--- src/rtl/cb_rr_arbiter.sv ---
// Round-robin core-bus arbiter: NUM_MST masters share one slave port; a tag FIFO
// remembers who issued each outstanding request so in-order responses route back.
module cb_rr_arbiter #(
   parameter int NUM_MST = 2,
   parameter int ADDR_W  = 32,
   parameter int DATA_W  = 32,
   parameter int MAX_OUT = 4
) (
   input  logic                        clk,
   input  logic                        arst,
   input  logic [NUM_MST-1:0]          m_req_valid_i,
   output logic [NUM_MST-1:0]          m_req_ready_o,
   input  logic [NUM_MST*ADDR_W-1:0]   m_req_addr_i,
   input  logic [NUM_MST-1:0]          m_req_we_i,
   input  logic [NUM_MST*DATA_W-1:0]   m_req_wdata_i,
   input  logic [NUM_MST*DATA_W/8-1:0] m_req_wstrb_i,
   output logic [NUM_MST-1:0]          m_resp_valid_o,
   input  logic [NUM_MST-1:0]          m_resp_ready_i,
   output logic [DATA_W-1:0]           m_resp_rdata_o,
   output logic                        m_resp_err_o,
   output logic                        s_req_valid_o,
   input  logic                        s_req_ready_i,
   output logic [ADDR_W-1:0]           s_req_addr_o,
   output logic                        s_req_we_o,
   output logic [DATA_W-1:0]           s_req_wdata_o,
   output logic [DATA_W/8-1:0]         s_req_wstrb_o,
   input  logic                        s_resp_valid_i,
   output logic                        s_resp_ready_o,
   input  logic [DATA_W-1:0]           s_resp_rdata_i,
   input  logic                        s_resp_err_i,
   output logic                        busy_o,
   output logic                        unexp_resp_o
);

   localparam int SW = DATA_W / 8;
   localparam int TW = $clog2(NUM_MST);
   localparam int PW = $clog2(MAX_OUT);
   localparam int CW = PW + 1;

   logic [TW-1:0] rr_ptr;
   logic [TW-1:0] lock_idx;
   logic          locked;
   logic [TW-1:0] grant_idx;
   logic          have_grant;

   logic [TW-1:0] tag_mem [MAX_OUT];
   logic [PW-1:0] wr_ptr;
   logic [PW-1:0] rd_ptr;
   logic [CW-1:0] count;
   logic [TW-1:0] head;
   logic          full;
   logic          empty;
   logic          req_hs;
   logic          resp_hs;

   // Index arithmetic modulo NUM_MST, which need not be a power of two.
   function automatic logic [TW-1:0] wrap_add(input logic [TW-1:0] base, input int k);
      int s;
      s = int'(base) + k;
      if (s >= NUM_MST) s = s - NUM_MST;
      return s[TW-1:0];
   endfunction

   assign full  = (count == CW'(MAX_OUT));
   assign empty = (count == '0);
   assign head  = tag_mem[rd_ptr];

   // NOTE: every always_comb output gets a default first, so no path leaves a latch.
   always_comb begin
      grant_idx  = rr_ptr;
      have_grant = 1'b0;
      if (locked) begin
         grant_idx  = lock_idx;
         have_grant = m_req_valid_i[lock_idx];
      end else begin
         // Walk backwards so the candidate closest to rr_ptr is assigned last and wins.
         for (int k = NUM_MST - 1; k >= 0; k--) begin
            if (m_req_valid_i[wrap_add(rr_ptr, k)]) begin
               grant_idx  = wrap_add(rr_ptr, k);
               have_grant = 1'b1;
            end
         end
      end
   end

   always_comb begin
      s_req_valid_o = have_grant & ~full;
      s_req_addr_o  = m_req_addr_i[int'(grant_idx)*ADDR_W +: ADDR_W];
      s_req_we_o    = m_req_we_i[grant_idx];
      s_req_wdata_o = m_req_wdata_i[int'(grant_idx)*DATA_W +: DATA_W];
      s_req_wstrb_o = m_req_wstrb_i[int'(grant_idx)*SW +: SW];
      for (int i = 0; i < NUM_MST; i++) begin
         m_req_ready_o[i] = have_grant & (grant_idx == TW'(i)) & s_req_ready_i & ~full;
      end
   end

   assign req_hs = s_req_valid_o & s_req_ready_i;

   always_comb begin
      m_resp_valid_o = '0;
      s_resp_ready_o = 1'b1;
      if (!empty) begin
         m_resp_valid_o[head] = s_resp_valid_i;
         s_resp_ready_o       = m_resp_ready_i[head];
      end
   end

   assign resp_hs        = s_resp_valid_i & s_resp_ready_o & ~empty;
   assign m_resp_rdata_o = s_resp_rdata_i;
   assign m_resp_err_o   = s_resp_err_i;
   assign busy_o         = ~empty;

   always_ff @(posedge clk or negedge arst) begin
      if (!arst) begin
         rr_ptr       <= '0;
         locked       <= 1'b0;
         lock_idx     <= '0;
         wr_ptr       <= '0;
         rd_ptr       <= '0;
         count        <= '0;
         unexp_resp_o <= 1'b0;
      end else begin
         // A stalled request keeps its grant until the slave accepts it.
         locked   <= s_req_valid_o & ~s_req_ready_i;
         lock_idx <= grant_idx;
         if (req_hs) begin
            rr_ptr <= wrap_add(grant_idx, 1);
            wr_ptr <= wr_ptr + 1'b1;
         end
         if (resp_hs) rd_ptr <= rd_ptr + 1'b1;
         case ({req_hs, resp_hs})
            2'b10:   count <= count + 1'b1;
            2'b01:   count <= count - 1'b1;
            default: count <= count;
         endcase
         if (s_resp_valid_i && empty) unexp_resp_o <= 1'b1;
      end
   end

   // NOTE: tag storage is not reset; the pointers and count alone decide which entries are live.
   always_ff @(posedge clk) begin
      if (req_hs) tag_mem[wr_ptr] <= grant_idx;
   end

endmodule

--- config.mk ---
export PLATFORM = sky130hd
export DESIGN_NAME = cb_rr_arbiter
export DESIGN_NICKNAME = d
export VERILOG_FILES = /design/src/rtl/cb_rr_arbiter.sv
export SDC_FILE = /design/constraint.sdc
export NUM_CORES = 1
export LEC_CHECK = 0
export CORE_AREA = 2 2 111 113
export DETAILED_ROUTE_END_ITERATION = 12
export DIE_AREA = 0 0 113 115
export GPL_TIMING_DRIVEN = 1
export PLACE_DENSITY = 0.6
export SKIP_CTS_REPAIR_TIMING = 1
export SLEW_MARGIN = 20
export SYNTH_ARGS = -nofsm -noshare
export SYNTH_HDL_FRONTEND = slang
export SYNTH_SLANG_ARGS = --single-unit
--- constraint.sdc ---
create_clock -name clk -period 3.1 [get_ports clk]
set_input_delay 0.93 -clock clk [delete_from_list [all_inputs] [get_ports clk]]
set_output_delay 0.93 -clock clk [all_outputs]
set_load 0.05 [all_outputs]
==> metrics.md <==
| Metric | Value |
|---|---|
| Status | `finished with violations` |
| Failing checks | `design-rule violations, negative setup slack` |
| Pwr/cell area | `853 nW/um^2` |
| Largest net degree at the start of global routing | `41` |
| H-tree depth | `1` |
| Clk sinks | `15` |
| Worst Skew | `around 0.002 ns` |
| WP data arrival | `2.20 ns` |
| CTS tree | `done` |
| Final wirelength | `9200 microns` |
| Setup CP Type | `in -> out` |
| Final worst slack | `-0.0265 ns` |
| YS warnings | `0` |
| DRT Pass-1 Iters | `8` |
| Via count | `2,070` |
| Core region area | `11,800 sq um` |
| FF-to-FF setup slack | `0.83 ns` |
| Endpoint, Worst Hold | `unexp_resp_o$_DFFE_PN0P_` |
| Detailed Route Iter0 Violations | `43` |
| Final Critical Period | `around 3.1 ns` |
| Critical path fanouts, max | `34` |
| Post-synthesis async set-or-reset flop share | `0.733` |
| Hold path depth | `1` |
| Initial antenna violation count | `0` |
| # diodes | `0` |
| CP endpoint kind | `output port` |
| Peak supply drop | `0.322 mV` |
| Tot GR Track Use | `0.116` |
| Sequential share of the synthesized area | `0.204` |
| Final Hold Viols | `0` |
| Die Ht | `115 microns` |
| Yosys reg bits | `15` |
| Dominant synthesized flop cell | `dfrtp_1` |
| DR WL/cell | `approximately 18 microns` |
| Worst-path clk slew | `around 0.050 ns` |
| Min-delay worst type | `reg -> reg` |
| Number of global-route vias before repair | `2,077` |
| Tcrit/Tclk final | `1.01` |
| First-pass GRT wire length | `11,600 microns` |
| RR Startpoint | `rd_ptr[1]$_DFFE_PN0P_` |
| Design Area, Final | `4470 sq um` |
| Nets@finish | `564` |
| Pre-CTS WS | `-0.520 ns` |
| Fraction of layout cells with a size suffix above 1 | `0.460` |
| Num ports | `289` |
| R2r endpoint | `count[2]$_DFFE_PN0P_` |
| Worst Reg2Reg Path Length in Cells | `10` |
| Initial Util | `0.164` |
| Port Buf Inserts | `222` |
| Row count | `40` |
| Area Growth Syn to Fin | `130%` |
| CP Launch Type | `input pin` |
| DRC viols | `11` |
| Max Fclk | `roughly 320 MHz` |
| Clk Latency, worst-skew pair | `about 0.24 ns` |
| Leak Pwr | `1.91 nW` |
| Max-cap violations | `0` |
| Die W | `113 microns` |
| Finish-stage setup viols | `6` |
| Worst Path Required | `approximately 2.2 ns` |
| GR Overflow Total | `0` |
| Post-layout util | `0.378` |
| Clk buf depth | `2` |
| Post-DP HPWL | `7720 microns` |
| RSZ-0062 raised after global routing | `yes` |
| CTS root buf | `clkbuf_16` |
| Relative slew slack | `0.640` |
| Setup tns final | `-0.0579 ns` |
| Max Slew Vio Count | `0` |
| Avg Inst Size Synth | `10.8 sq um` |
| Tightest Pin Transition | `between 0.5 and 0.6 ns` |
| Routability congestion estimate | `around 0.70` |
| Distinct cells, synth | `29` |
| DIE AREA | `13,000 sq um` |
| CTS buffer count | `3` |
| EDFF count, synth | `4` |
| Via density | `3.94` |
| Synth Instances | `between 150 and 200` |
| Synth Cell Area | `1940 sq um` |
| ANT nets after route | `0` |
| Hold slack | `0.478 ns` |
| Placed cell area | `around 4000 sq um` |
| Crit path from | `m_req_valid_i[0]` |
| Net Count, Synth | `roughly 370` |
| Hold Crit Start | `unexp_resp_o$_DFFE_PN0P_` |
[metal layers]
| metal | global-route usage | share of wire |
|---|---|---|
| met1 | 0.129 | 0.36 |
| met2 | 0.176 | 0.47 |
| met3 | 0.0944 | 0.16 |
| met4 | 0.0228 | 0.0091 |
| met5 | 0 | 0 |
[registers in the layout, summed over array words and instances (netlist names)]
signal	count
count	3
lock_idx	1
locked	1
rd_ptr	2
rr_ptr	1
tag_mem	4
unexp_resp_o	1
wr_ptr	2
[through the flow]
step	total power, mW	instances
after floorplan	2.45	180
after global placement	3.20	515
after detailed placement	3.22	515
after CTS	3.49	519
after global routing	3.98	525
final	3.81	525
[cell families (layout without fill, tap and decap cells)]
family	count (synthesis)	count (layout)	share of synthesized area
buffers and inverters	50	248	0.189
muxes	78	78	0.449
xor gates and xnor gates	5	5	0.0226
AOI/OAI and AO/OA	8	8	0.0387
DFF	15	15	0.204
and+or+nand+nor	18	18	0.0541
adders and majority gates	6	6	0.0425
[cells in the final DEF, fill, tap and decap left out, types with 6 or more instances in the layout]
cell type	count
clkdlybuf4s50_1	145
dfrtp_1	11
mux2_2	59
mux2_4	11
inv_1	7
buf_4	33
buf_6	37
buf_12	8
buf_8	9
mux2i_1	8
clkbuf_16	6
[how the worst max path moves through the flow]
stage | end | slack (ns) | cells past startpoint
CTS | s_req_wdata_o[13] | -0.53 | 7
detailed placement | s_req_addr_o[2] | -0.52 | 7
global route | s_req_addr_o[12] | -0.07 | 6
floorplan | m_req_ready_o[1] | -0.18 | 4
finish | s_req_addr_o[25] | -0.03 | 6
global placement | s_req_addr_o[25] | -0.49 | 7
[critical path, stage by stage]
cell     delay [ns]
buf_6          0.11
o21ai_4        0.14
a22o_4         0.18
buf_12         0.21
mux2_2         0.39
buf_4          0.20
[area by class of cell]
cell class / count / area [sq um]
multi-input combinational: 115 / 1260
inverter: 8 / 37.5
clock buffer: 3 / 75.1
timing repair buffer: 236 / 2510
clock inverter: 1 / 5.00
fill: 1161 / 7340
sequential: 15 / 395
tap: 147 / 184
[where the power goes]
part / total [mW] / internal (mW) / leakage [nW] / switching [mW]
Sequential: 0.364 / 0.293 / 0.164 / 0.0707
Combinational: 3.20 / 1.43 / 1.71 / 1.76
Clock: 0.251 / 0.172 / 0.0409 / 0.0786
[cells in the mapped netlist (all sizes together), types with 2 or more instances]
| master | number | area, sq um |
|---|---|---|
| xor2 | 3 | 26.3 |
| o21ai | 2 | 10.0 |
| xnor2 | 2 | 17.5 |
| inv | 8 | 30.0 |
| dfrtp | 11 | 275 |
| buf | 41 | 334 |
| edfxtp | 4 | 120 |
| mux2i | 8 | 80.1 |
| nor3b | 2 | 15.0 |
| nand2 | 3 | 18.8 |
| nor2 | 5 | 18.8 |
| ha | 5 | 62.6 |
| and3 | 5 | 32.5 |
| mux2 | 70 | 792 |
No activity file was read; power rests on OpenSTA's default activity.
==> RTL change: new RTL, same flow settings <==
The parameter `ADDR_W` goes from 32 to 16.
--- a/src/rtl/cb_rr_arbiter.sv
+++ b/src/rtl/cb_rr_arbiter.sv
@@ -3,5 +3,5 @@
 module cb_rr_arbiter #(
    parameter int NUM_MST = 2,
-   parameter int ADDR_W  = 32,
+   parameter int ADDR_W  = 16,
    parameter int DATA_W  = 32,
    parameter int MAX_OUT = 4
Interface: changed (resized m_req_addr_i and s_req_addr_o); port bits go from 289 to 241. The function was not compared with the original's and may differ.
==> RTL change against the unedited design <==
Wire length fell by 13%; sequential cell count is the same; the run still ends with design-rule violations, negative setup slack left; largest power group unchanged; fmax about the same; critical endpoint is now s_req_addr_o[8]; power shrank 4.7%; area after synthesis shrank 11%; setup slack worse by 0.0030 ns; sequential power about the same; first-iteration DRC count increased by 19%; final area down 8.7%.
==> RTL change: results (changes against the unedited design) <==
Yosys
  – Top cells by area, synth: mux2_2, dfrtp_1, buf_4
  – Synthesized instance count: 162 (-10%)
  – Post-synth top area share: 34.6% (-5.4 points)
  – Distinct cells, synth: 30 (+3.4%)
  – Commonest cells post-synth: mux2_2, buf_4, dfrtp_1

Pwr
  – Combinational Power: 3.01 mW (-6%)
  – PD cells: 890 mW/mm2 (+4.4%)
  – Net switching power: 1.71 mW (-11%)
  – VDD IR-drop max: 0.407 mV (+26%)

Critical path
  – Critical-path top delay cell: mux2_4
  – R2r setup slk: 0.79 ns (-0.04 ns)
  – Worst Path Max Fanout: 8 (-76%)
  – Slowest cell delay on critical path: 0.31 ns (-0.08 ns)

Placement
  – Placed Instance Area: 0.00338 mm2 (-16%)
  – PortBufs: 174 (-22%)
  – Pre-CTS setup slack: -0.470 ns (+0.0502 ns)
  – Hpwl dp: 6020 um (-22%)

Global routing
  – Gr usage total: 9.30% (-2.3 points)
  – M3 GR Usage: 3.22% (-6.2 points)
  – Met2 Use GR: 18.3% (+0.68 points)
  – Largest net degree at the start of global routing: 35 (-15%)
  – Met1 GRT Util: 9.65% (-3.2 points)
  – Vias in the first global route: 1761 (-15%)

Outcome
  – Failing checks: design-rule violations, negative setup slack
  – Outcome: complete, but fails checks

Layout
  – Non-filler cells, final: 465 (-11%)

STA
  – Setup Viol. Count Final: 21 (+15)
  – PnR worst setup slack: -0.0295 ns (-0.00302 ns)
  – Final TNS setup: -0.305 ns (-0.247 ns)
  – Max-slew headroom: 66.7% (+2.6 points)

Routing
  – Met3 WL post-DR: 764 um (-49%)
  – Routed WL per cell: 17.2 um (-1.8%)
  – Routed wl met2: 4420 um (+2.3%)
  – DR DRC count: 7 (-4)
  – Met1 wire length: 2770 um (-16%)
  – Via/cell ratio: 3.86 (-2.0%)
[RTL change: cell count changes in the layout (fill, tap and decap cells not counted), sizes merged]
| cell | change |
|---|---|
| clkbuf | +3 |
| mux2 | -16 |
| clkdlybuf4s50 | -32 |
| buf | -15 |
[RTL change: area by class of cell]
class                           count  area [um2]
Timing Repair Buffer              192        2250
Inverter                            8        35.0
Clock buffer                        3        75.1
Clock inverter                      1        5.00
Sequential cell                    15         395
Fill cell                        1207        7730
Multi-Input combinational cell     99        1130
Tap cell                          147         184
[RTL change: kinds of logic (layout without fill, tap and decap cells)]
| logic type | after synthesis | count (layout) | share of synthesized area [%] |
|---|---|---|---|
| adder cells (fa/ha/maj) | 6 | 6 | 4.78 |
| multiplexers | 62 | 62 | 40.1 |
| buffers and inverters | 48 | 204 | 19.3 |
| flip-flops | 15 | 15 | 22.9 |
| XOR/XNOR | 5 | 5 | 2.54 |
| AO/OA/AOI/OAI | 8 | 8 | 4.35 |
| AND/OR/NAND/NOR | 18 | 18 | 6.09 |
[RTL change: worst max-delay path by stage]
stage,slack [ns],end,cells after the start,start
after floorplan,-0.18,m_req_ready_o[1],4,m_req_valid_i[0]
after global placement,-0.48,s_req_wdata_o[2],7,m_req_valid_i[1]
after detailed placement,-0.47,s_req_wdata_o[2],7,m_req_valid_i[1]
after CTS,-0.48,s_req_wdata_o[2],7,m_req_valid_i[1]
after global routing,-0.06,s_req_wdata_o[10],8,m_req_valid_i[1]
final,-0.03,s_req_addr_o[8],8,m_req_valid_i[1]
[RTL change: worst register-to-register path, stage by stage, from the launching register on]
cell and delay [ns]:
dfrtp_1 0.41, mux2i_1 0.30, mux2i_1 0.18, mux2i_1 0.17
nor2_1 0.15, ha_1 0.19, inv_1 0.05, fa_1 0.37
xor2_1 0.15, nor2_1 0.13, xor2_1 0.15
